$ cat config.mk
export PLATFORM = sky130hd
export DESIGN_NAME = mb_conf_builder
export DESIGN_NICKNAME = d
export VERILOG_FILES = /design/src/rtl/mb_conf_builder.sv
export SDC_FILE = /design/constraint.sdc
export NUM_CORES = 1
export LEC_CHECK = 0
export ABC_AREA = 1
export CAP_MARGIN = 20
export CORE_UTILIZATION = 61
export DETAILED_ROUTE_END_ITERATION = 8
export GPL_ROUTABILITY_DRIVEN = 1
export PLACE_DENSITY_LB_ADDON = 0.15
export SKIP_CTS_REPAIR_TIMING = 1
export SYNTH_ARGS = -nofsm -noshare
export SYNTH_HDL_FRONTEND = slang
export SYNTH_SLANG_ARGS = --single-unit
$ cat constraint.sdc
create_clock -name clk -period 8.4 [get_ports clk]
set_input_delay 1.68 -clock clk [delete_from_list [all_inputs] [get_ports clk]]
set_output_delay 1.68 -clock clk [all_outputs]
set_load 0.03 [all_outputs]
$ cat src/rtl/mb_conf_builder.sv
// Producer side of the mb_conf FIFO: counts per-sign events for one macroblock
// and writes a packed {mb_conf, first_group, has_one_group} word on its last event.
module mb_conf_builder #(
  parameter int CNT_W   = 7,
  parameter int N_GROUP = 6
) (
  input  logic                                  clk,
  input  logic                                  rst,
  input  logic                                  clk_en,
  input  logic [5:0]                            sign_ev,
  input  logic                                  sign_ev_empty,
  output logic                                  sign_ev_rd,
  input  logic                                  mb_conf_afull,
  output logic [CNT_W*(2*N_GROUP+1)-1:0]        mb_conf,
  output logic [2:0]                            first_group,
  output logic                                  has_one_group,
  output logic                                  mb_conf_wr,
  output logic                                  cfg_err
);

  localparam int N_FLD  = 2*N_GROUP + 1;
  localparam int CONF_W = CNT_W*N_FLD;
  localparam int IDX_W  = $clog2(N_FLD);

  // Handshake: a read is issued whenever the source has data and the sink has
  // room; the event is then valid on sign_ev exactly one enabled cycle later (rd_q).
  assign sign_ev_rd = clk_en & ~rst & ~sign_ev_empty & ~mb_conf_afull;

  logic             ev_last, ev_no_sign, ev_sel;
  logic [2:0]       ev_grp;
  assign ev_last    = sign_ev[5];
  assign ev_no_sign = sign_ev[4];
  assign ev_sel     = sign_ev[3];
  assign ev_grp     = sign_ev[2:0];

  logic             rd_q;
  logic [CNT_W-1:0] cnt      [N_FLD];
  logic [CNT_W-1:0] cnt_nxt  [N_FLD];
  logic [CNT_W-1:0] snap     [N_FLD];
  logic             snap_v;
  logic             wr_q;

  logic             inc_hit;
  logic [IDX_W-1:0] inc_idx;
  logic             bad_grp;
  logic             sat_hit;

  always_comb begin
    inc_hit = 1'b0;
    inc_idx = '0;
    bad_grp = 1'b0;
    if (rd_q && !ev_no_sign) begin
      if (ev_grp == 3'd0) begin
        inc_hit = 1'b1;
      end else if (int'(ev_grp) > N_GROUP) begin
        bad_grp = 1'b1;
      end else begin
        inc_hit = 1'b1;
        // selected lands on field 2g-1, unselected on field 2g
        inc_idx = IDX_W'({ev_grp, 1'b0}) - IDX_W'(ev_sel);
      end
    end
  end

  always_comb begin
    sat_hit = 1'b0;
    for (int k = 0; k < N_FLD; k++) begin
      cnt_nxt[k] = cnt[k];
      if (inc_hit && inc_idx == IDX_W'(k)) begin
        if (&cnt[k]) sat_hit = 1'b1;
        else         cnt_nxt[k] = cnt[k] + 1'b1;
      end
    end
  end

  logic [N_GROUP:0] grp_nz;
  logic [2:0]       fg_nxt;
  logic             one_nxt;
  logic [CONF_W-1:0] conf_nxt;

  always_comb begin
    grp_nz[0] = |snap[0];
    for (int g = 1; g <= N_GROUP; g++) begin
      grp_nz[g] = (|snap[2*g-1]) | (|snap[2*g]);
    end
    fg_nxt = 3'd7;
    for (int g = N_GROUP; g >= 0; g--) begin
      if (grp_nz[g]) fg_nxt = 3'(g);
    end
    one_nxt  = ($countones(grp_nz) == 1);
    conf_nxt = '0;
    for (int k = 0; k < N_FLD; k++) begin
      conf_nxt[CONF_W-1-CNT_W*k -: CNT_W] = snap[k];
    end
  end

  always_ff @(posedge clk) begin
    if (rst) begin
      rd_q          <= 1'b0;
      snap_v        <= 1'b0;
      wr_q          <= 1'b0;
      mb_conf       <= '0;
      first_group   <= '0;
      has_one_group <= 1'b0;
      cfg_err       <= 1'b0;
      for (int k = 0; k < N_FLD; k++) begin
        cnt[k]  <= '0;
        snap[k] <= '0;
      end
    end else if (clk_en) begin
      rd_q <= sign_ev_rd;
      if (sat_hit || bad_grp) cfg_err <= 1'b1;
      // counters restart at the same edge the snapshot is taken
      if (rd_q && ev_last) begin
        snap   <= cnt_nxt;
        snap_v <= 1'b1;
        for (int k = 0; k < N_FLD; k++) cnt[k] <= '0;
      end else begin
        cnt    <= cnt_nxt;
        snap_v <= 1'b0;
      end
      wr_q <= snap_v;
      if (snap_v) begin
        mb_conf       <= conf_nxt;
        first_group   <= fg_nxt;
        has_one_group <= one_nxt;
      end
    end
  end

  // A pending write waits out clk_en low and fires once when it returns.
  assign mb_conf_wr = wr_q & clk_en;

endmodule

# After elaboration in Yosys (flattened, before gate mapping)
# Cells that the tools add are included.
# word_totals
register_bits	281
inputBits	11
output_inout_bits	98
elab_cells	198
# classes
addsub	20
order_cmp	1
eq_ne	13
muxes	70
n_bitwise	13
reduce_logical	48
# op_table
cell	n
2-to-1 mux 7 bit	26
adder 7 x 1 -> 7 bit, second input constant	13
2-to-1 mux 91 bit	1
AND reduction 7 bit	13
OR reduction 7 bit	13
2-to-1 mux 1 bit	34
equality test 4 bit, second input constant	5
2-to-1 mux 3 bit	6
equality test 4 x 3 -> 1 bit, second input constant	4
logical AND 1 bit	15
2-to-1 mux 4 bit	3
equality test 4 x 1 -> 1 bit, second input constant	2
equality test 4 x 2 -> 1 bit, second input constant	2
adder 1 x 1 -> 2 bit	3
bitwise OR 1 bit	6
AND reduction 2 bit	3
adder 3 x 3 -> 4 bit	1
bitwise AND 1 bit	4
zero test 4 bit	1
subtractor 4 x 1 -> 4 bit	1
adder 2 x 1 -> 3 bit	1
adder 2 x 2 -> 3 bit	1
greater-than comparator 3 bit, second input constant	1
zero test 3 bit	1
other kinds (3)	5

# Depth between registers and ports, before layout
# Gate-level depths: netlist of the first run.
# depth
ltp_word	33
ltp_mapped	15
ltp_nobuf	15

# Worst setup path after synthesis of the first run
# Ideal clock, no wire load.
# synth_timing
kind	input port to output port
start	input rst
end	output sign_ev_rd
arrival_time_ns	2.908
required_ns	6.720
path_slack_ns	3.812
stages	2
path_buffers	1
cell_sequence	clkbuf_1 -> nor4_1
# synth_between
elab_chain_len	4
# synth_rtl
item	line_no	rtl
start, declared	8	input logic rst,
NOT 1 bit	27	assign sign_ev_rd = clk_en & ~rst & ~sign_ev_empty & ~mb_conf_afull;
bitwise AND 1 bit (3 in series)	27	
end, declared	12	output logic sign_ev_rd,
# No other way between the ends.

# Final worst setup path of the first run
# layout_timing
start	input clk_en
end	register snap, in the netlist conf_nxt[25]
# layout_between
elab_chain_len	1
# layout_rtl
item	line_no	rtl
start, declared	9	input logic clk_en,
AND reduction 2 bit (no line)	--	
end signal, assigned	115	snap <= cnt_nxt;
end, declared	39	logic [CNT_W-1:0] snap [N_FLD];
# No other way between the ends.
# A chain may end at the register's enable or synchronous reset.

==> results of run 1 <==
## layout make-up
type / instances / area, µm² / share of cell area (%)
flip-flops and latches: 281 / 5630 / 39.2
clock buffers: 35 / 768 / 5.35
multi-input cells: 1073 / 5540 / 38.6
clock inverters: 16 / 169 / 1.18
inverters: 208 / 783 / 5.46
well taps: 265 / 332 / 2.31
repair buffers: 115 / 1130 / 7.88
## Yosys cell counts, types with 4 or more instances
cell type	n
nor2_1	65
nor4_1	12
nand4_1	32
a211oi_1	4
nand3_1	26
o21ai_1	10
nor2_2	13
nor3b_1	8
a21oi_1	196
o211ai_1	6
o21bai_1	4
nand2_2	8
clkbuf_1	75
nand2_1	350
nor3_1	13
dfxtp_1	281
xor2_1	41
ha_1	14
inv_2	6
inv_1	201
nor2_4	11
o21ai_0	221
fa_1	4
xnor2_1	21
## power by group
group          internal (mW)  switching [mW]
combinational         0.0534           0.114
clock                  0.741           0.526
sequential              1.35          0.0101
total                   2.15           0.651
## worst max-delay path, stage by stage
cell and delay, ns:
clkdlybuf4s50_1 0.92, inv_2 0.08, buf_4 0.44, nor2_1 0.82, inv_2 0.56, nor2_4 0.73, buf_4 0.47, nand2_1 0.12
o21ai_0 0.10
## registers in the layout, summed over array words and instances, names as in the netlist
signal,flops
snap_v,1
mb_conf,91
cnt,91
has_one_group,1
cfg_err,1
first_group,3
conf_nxt,91
wr_q,1
rd_q,1
## path summary, 6_finish.rpt
| kind | cells past startpoint | slack, ns | endpoint | startpoint |
|---|---|---|---|---|
| min | 2 | 0.46 | cnt[33]$_SDFFE_PP0P_ | cnt[33]$_SDFFE_PP0P_ |
| max reg2reg | 10 | 4.56 | has_one_group$_SDFFE_PP0P_ | conf_nxt[44]$_SDFFE_PP0P_ |
| max | 9 | 2.89 | conf_nxt[25]$_SDFFE_PP0P_ | clk_en |
| min reg2reg | 2 | 0.46 | cnt[33]$_SDFFE_PP0P_ | cnt[33]$_SDFFE_PP0P_ |
## cells by family (layout without fill, tap and decap cells)
group	after synthesis	after routing
XOR/XNOR	62	62
adder cells (fa/ha/maj)	18	18
AND/OR/NAND/NOR	549	549
buffers and inverters	287	374
flip-flops	281	281
AO/OA/AOI/OAI	444	444
## stage by stage
| step | total power, mW | utilization (%) |
|---|---|---|
| after floorplan | 1.50 | - |
| after global placement | 1.56 | 68.7 |
| after detailed placement | 1.56 | 68.7 |
| after CTS | 2.81 | 73.5 |
| after global routing | 2.88 | 73.5 |
| final | 2.80 | 73.5 |
## metal layers
metal | global-route usage, % | part of all wire, % | vias up | routed length (µm)
met1 | 34.5 | 44 | 5004 | 12400
met4 | 9.35 | 2.4 | 0 | 689
met5 | 0 | 0 | - | 0
li1 | - | - | 5458 | -
met3 | 3.50 | 5.3 | 45 | 1490
met2 | 49.2 | 49 | 282 | 13800
==> metrics.txt, run 1 <==
status complete, no violations; gpl congestion 0.885; H-tree depth 1; CP max FO 86; # port buffers 108; Core Area 19500 µm²; Max Cap Viol 0; Simple-Gate Fraction of Synth Area 20.1%; Hold Crit Class reg2reg; CTS Buffer Depth 3; worst setup margin 2.89 ns; Slew @ Worst Pin 1.00 ns; Setup crit start kind input pin; LEAKAGE 5.47 nW; layout cells sized above 1 6.25%; Final HPWL DP 18400 µm; Cells after Synth 1641; fillcell total 1544; adder-cell share of the synthesized area 2.09%; worst-case clock skew 0.0133 ns; routed len/inst 14.2 µm; arrival time worst endpoint 5.97 ns; vias per inst 5.41; Area Growth Syn to Fin 17.4%; syn nets 1670; routed vias 10800; synthesized cell area 12200 µm²; Final setup viols 0; DR pass1 iterations 5; Top-Level Pins 109; area of the die 20600 µm²; Mean Syn Cell Area 7.45 µm²; largest family of logic cells by synthesized area simple AND/OR/NAND/NOR gates; placed cells 1942; Synth Area in Compound Gates 18.6%; Initial Util 62.6%; # nets final 1736; sequential area share after synthesis 46.0%; Slew Limit Fails 0; most common cell after layout, fill and taps aside nand2_1; die height 144 µm; global-route wire length before repair 46400 µm; RSZ-0062 raised after global routing no; Min Hold Slack 0.465 ns; crit end category flip-flop; share of synthesized area spent on multiplexers 0%; vias in the first global route 9876; initial antenna violation count 0; routed wire length 28300 µm; Site Rows 51; Max IR drop VDD 0.000154 V; synth warn 0; most frequent cells in the layout 349 x nand2_1, 281 x dfxtp_1, 221 x o21ai_0, 200 x inv_1, 195 x a21oi_1; Clock Latency Late Sink 0.54 ns; Clock Pin Slew Worst Setup and Hold Paths 0.07 ns; share of the synthesized area in the top cell type 46.0%; clk sinks 281; Ant. Diodes 0; Hold Vio Cnt, Final 0; Non-Filler Instances 1993; P per Cell Area 195 nW/µm²; pre-CTS WS 2.38 ns; Die Span X 144 µm; DRC Markers 0; Placed Area 13400 µm²; Synth area leaders dfxtp_1 46%, nand2_1 11%, o21ai_0 9.0%; initial drt markers 648; Synth Register Bits 281; share of flip-flops with an asynchronous set or reset 0%; XOR/XNOR share of the synthesized area 4.44%; CTS tree built; required time worst endpoint 8.86 ns; setup TNS after final layout 0 ns; GRT Resource Usage Total 27.7%; design area 14300 µm²; dominant cell type by area after synthesis dfxtp_1; Fmax 0.181 GHz; headroom to the max-slew limit 33.1%; min Tclk post-route 5.51 ns; worst setup path class in2reg; library cells used by synthesis 35; CTS Buf Count 28; ys flop type dfxtp_1; Final Cycle Share 65.6%; largest net degree at the start of global routing 102; EDFF count, synth 0; GRT overflow 0; ANT nets after route 0; CTS Root Cell clkbuf_16
Note: power is estimated with default switching activity, not from simulation.
==> run 2: changes to the inputs <==
--- a/config.mk
+++ b/config.mk
@@ -7,7 +7,7 @@
 export LEC_CHECK = 0
 export ABC_AREA = 1
 export CAP_MARGIN = 20
-export CORE_UTILIZATION = 61
+export CORE_UTILIZATION = 52
 export DETAILED_ROUTE_END_ITERATION = 8
 export GPL_ROUTABILITY_DRIVEN = 1
 export PLACE_DENSITY_LB_ADDON = 0.15
==> constraint.sdc (replaced) <==
create_clock -name clk -period 4.54 [get_ports clk]
set_input_delay 0.908 -clock clk [delete_from_list [all_inputs] [get_ports clk]]
set_output_delay 0.908 -clock clk [all_outputs]
set_load 0.03 [all_outputs]
==> metrics.txt, run 2 (synthesis gave the netlist of run 1 again) <==
largest net degree at the start of global routing 110; vias per inst 5.17; Non-Filler Instances 2048; CTS Buf Count 29; max incr delay on CP 0.58 ns; Fmax 0.266 GHz; sequential share of power 48.5%; Clock Latency Late Sink 0.54 ns; H-tree depth 1; Top-Level Pins 109; CTS Buffer Depth 3; Slew @ Worst Pin 0.896 ns; switching power share of the total 22.9%; crit end category flip-flop; design area 14500 µm²; Area Growth Syn to Fin 18.5%; min Tclk post-route 3.76 ns; Max Cap Viol 0; routed wire length 28000 µm; clk sinks 281; routed vias 10600; global-route wire length before repair 46700 µm; RSZ-0062 raised after global routing no; Most Frequent Cell on Critical Path fa_1; initial drt markers 750; worst-case clock skew 0.0143 ns; P per Cell Area 358 nW/µm²; cell family with most CP delay adder cells; Die Span X 155 µm; Clock power frac 45.4%; # nets final 1743; NetSw 1.19 mW; # port buffers 108; GRT Resource Usage Total 23.3%; Initial Util 53.5%; CTS Root Cell clkbuf_16; Final Cycle Share 82.8%; CP cell instances nor4_1 -> nand3_1 -> nor3_1 -> inv_1 -> fa_1 -> fa_1 -> fa_1 -> fa_1 -> or3b_2 -> a21oi_1; LEAKAGE 5.52 nW; initial antenna violation count 0; status complete, no violations; CP max FO 2; layout cells sized above 1 6.51%; Bufs and invs on worst path 1; DRC Markers 0; CTS tree built; fillcell total 2078; vias in the first global route 9941; setup TNS after final layout 0 ns; area of the die 24100 µm²; Core Area 22800 µm²; Hold Vio Cnt, Final 0; Final setup viols 0; placed cells 1996; arrival time worst endpoint 4.22 ns; Site Rows 55; GRT overflow 0; DR pass1 iterations 5; Slew Limit Fails 0; worst setup path class reg2reg; Slowest-stage cell, CP fa_1; die height 155 µm; most common cell after layout, fill and taps aside nand2_1; Clock Pin Slew Worst Setup and Hold Paths 0.06 ns; Hold Crit Class reg2reg; Setup crit start kind flip-flop; ANT nets after route 0; Placed Area 13500 µm²; required time worst endpoint 5.00 ns; routed len/inst 13.7 µm; Combinational Power Share 6.0%; headroom to the max-slew limit 40.3%; Final HPWL DP 18300 µm; cell internal pwr 4.01 mW; most frequent cells in the layout 349 x nand2_1, 281 x dfxtp_1, 221 x o21ai_0, 200 x inv_1, 195 x a21oi_1; Ant. Diodes 0; gpl congestion 0.857; Max IR drop VDD 0.000320 V
## run 2: cell count changes in the layout (fill, tap and decap cells not counted), sizes merged
cell,before,now
bufinv,3,2
clkinv,9,5
clkinvlp,4,2
clkdlybuf4s50,107,106
buf,8,15
clkbuf,35,43
## run 2: layer usage
| metal | global-route usage, % | vias up | share of wire (%) |
|---|---|---|---|
| met2 | 40.9 | 183 | 47 |
| met3 | 2.48 | 40 | 3.5 |
| met5 | 0 | - | 0 |
| met1 | 30.3 | 4899 | 47 |
| met4 | 6.30 | 0 | 1.7 |
| li1 | - | 5463 | - |
## run 2: per-stage QoR
step	setup WS [ns]	hold WS [ns]	power [mW]	util, %
global placement	0.891	0.453	2.89	59.3
floorplan	1.24	0.439	2.77	-
CTS	0.739	0.467	5.24	63.4
finish	0.782	0.465	5.19	63.4
global route	0.530	0.490	5.37	63.4
detailed placement	0.761	0.457	2.89	59.3
## run 2: power groups by stage
stage                     sequential (mW)  combinational (mW)  clock, mW
after floorplan                      2.64               0.126          0
after global placement               2.58               0.310          0
after detailed placement             2.58               0.314          0
after CTS                            2.52               0.315       2.41
after global routing                 2.52               0.338       2.51
final                                2.52               0.313       2.36
## run 2: worst paths after layout
path / startpoint / endpoint / slack, ns / depth (start not counted)
min reg2reg: cnt[26]$_SDFFE_PP0P_ / cnt[26]$_SDFFE_PP0P_ / 0.46 / 2
max: conf_nxt[44]$_SDFFE_PP0P_ / has_one_group$_SDFFE_PP0P_ / 0.78 / 10
min: cnt[26]$_SDFFE_PP0P_ / cnt[26]$_SDFFE_PP0P_ / 0.46 / 2
max reg2reg: conf_nxt[44]$_SDFFE_PP0P_ / has_one_group$_SDFFE_PP0P_ / 0.78 / 10
## run 2: cell type report
cell class / instances / area, µm² / share of cell area (%)
Timing Repair Buffer: 121 / 1200 / 8.27
Tap cell: 313 / 392 / 2.70
Inverter: 208 / 783 / 5.40
Clock inverter: 9 / 104 / 0.717
Sequential cell: 281 / 5630 / 38.8
Multi-Input combinational cell: 1073 / 5540 / 38.2
Clock buffer: 43 / 848 / 5.85
## run 2: worst min-delay path, stage by stage (launching register included)
cell,delay [ns]
dfxtp_1,0.31
nand2_1,0.06
a21oi_1,0.05
==> run 3: changes to the inputs <==
==> constraint.sdc (replaced) <==
create_clock -name clk -period 3.3 [get_ports clk]
set_input_delay 0.66 -clock clk [delete_from_list [all_inputs] [get_ports clk]]
set_output_delay 0.66 -clock clk [all_outputs]
set_load 0.03 [all_outputs]
==> metrics.txt, run 3 (synthesis gave the netlist of run 1 again) <==
required time worst endpoint 3.78 ns; worst-case clock skew 0.0136 ns; min Tclk post-route 3.41 ns; Final Cycle Share 103%; most common cell after layout, fill and taps aside nand2_1; Bufs and invs on worst path 1; crit path from conf_nxt[79]$_SDFFE_PP0P_; Max IR drop VDD 0.000357 V; die height 155 µm; Core Area 22800 µm²; # port buffers 108; pre-CTS WS -0.270 ns; Util after Layout 64.7%; GRT Resource Usage Total 23.7%; gpl congestion 0.874; multi-input gate area in the final layout 5570 µm²; CTS tree built; R2R depth 10; Storage cell area 5630 µm²; CTS Buffer Depth 3; clk sinks 281; Ant. Diodes 0; CP cell instances nor4_1 -> nand2_1 -> nor2_1 -> inv_1 -> fa_1 -> fa_1 -> fa_2 -> fa_1 -> or3b_4 -> a21oi_2; Slew Limit Fails 0; Levels on crit path 10; status complete, but fails checks; headroom to the max-slew limit 34.1%; P per Cell Area 499 nW/µm²; layout cells sized above 1 8.30%; Top-Level Pins 109; Most Frequent Cell on Critical Path fa_1; worst r2r dst has_one_group$_SDFFE_PP0P_; routed vias 10700; worst setup path class reg2reg; ANT nets after route 0; CTS Buf Count 29; vias in the first global route 9944; hold depth 2; Max Cap Viol 0; Hold Crit Class reg2reg; DR pass1 iterations 5; initial antenna violation count 0; Initial Util 53.5%; worst setup margin -0.106 ns; Setup crit start kind flip-flop; Final setup viols 1; area of the die 24100 µm²; routed wire length 28500 µm; most frequent cells in the layout 349 x nand2_1, 280 x dfxtp_1, 221 x o21ai_0, 199 x inv_1, 194 x a21oi_1; DRC Markers 0; initial drt markers 665; LEAKAGE 5.65 nW; Slew @ Worst Pin 0.988 ns; cell family with most CP delay adder cells; Final HPWL DP 18900 µm; CP max FO 2; H-tree depth 1; worst setup path endpoint has_one_group$_SDFFE_PP0P_; failing checks negative setup slack; max incr delay on CP 0.53 ns; crit end category flip-flop; Slowest-stage cell, CP fa_1; largest net degree at the start of global routing 85; RSZ-0062 raised after global routing yes; Clock Latency Late Sink 0.54 ns; Die Span X 155 µm; fillcell total 2061; global-route wire length before repair 47300 µm; # nets final 1768; vias per inst 5.14; Area Growth Syn to Fin 20.9%; GRT overflow 0; reg-to-reg startpoint conf_nxt[79]$_SDFFE_PP0P_; Hold Vio Cnt, Final 0; Clock Pin Slew Worst Setup and Hold Paths 0.06 ns; Site Rows 55; arrival time worst endpoint 3.88 ns; R2R Setup Slk -0.11 ns; CTS Root Cell clkbuf_16; routed len/inst 13.8 µm; Fmax 0.294 GHz
-- run 3: worst min path at each step --
stage                               from                  endpoint  slack (ns)
4_1_cts                wr_q$_SDFFE_PP0P_         wr_q$_SDFFE_PP0P_        0.46
3_3_place_gp           wr_q$_SDFFE_PP0P_         wr_q$_SDFFE_PP0P_        0.45
6_report               wr_q$_SDFFE_PP0P_         wr_q$_SDFFE_PP0P_        0.47
2_1_floorplan  conf_nxt[47]$_SDFFE_PP0P_  mb_conf[47]$_SDFFE_PP0P_        0.44
3_5_place_dp           wr_q$_SDFFE_PP0P_         wr_q$_SDFFE_PP0P_        0.45
5_1_grt             cnt[33]$_SDFFE_PP0P_      cnt[33]$_SDFFE_PP0P_        0.49
-- run 3: report_power, final --
| group | total [mW] | internal [mW] | switching (mW) | leakage [nW] |
|---|---|---|---|---|
| Combinational | 0.443 | 0.149 | 0.294 | 2.90 |
| Clock | 3.46 | 2.11 | 1.35 | 0.482 |
| Sequential | 3.47 | 3.44 | 0.0255 | 2.27 |
-- run 3: worst min-delay path, cell delays in order (launching register included) --
cell	delay, ns
dfxtp_1	0.31
nand2_1	0.06
a21oi_1	0.05
-- run 3: layer usage --
metal / wire, µm / track usage (%) / up-vias
li1: - / - / 5507
met1: 13300 / 30.6 / 4884
met2: 13200 / 40.7 / 213
met3: 1270 / 3.09 / 49
met4: 773 / 7.94 / 0
met5: 0 / 0 / -
-- run 3: through the flow --
stage	setup TNS, ns	power [mW]	hold slack (ns)	cells	cell area [µm²]
6_report	-0.106	7.37	0.465	2073	14800
2_1_floorplan	0	3.81	0.439	1641	12200
5_1_grt	-0.255	7.61	0.494	2073	14800
3_3_place_gp	-0.196	3.98	0.450	2021	13700
3_5_place_dp	-0.270	3.98	0.453	2021	13700
4_1_cts	-0.271	7.43	0.463	2073	14800
-- run 3: area by class of cell --
type	count	share of cell area, %
clock inverters	17	1.74
inverters	208	5.30
clock buffers	35	5.13
repair buffers	146	9.46
multi-input cells	1073	37.7
well taps	313	2.65
flip-flops and latches	281	38.1
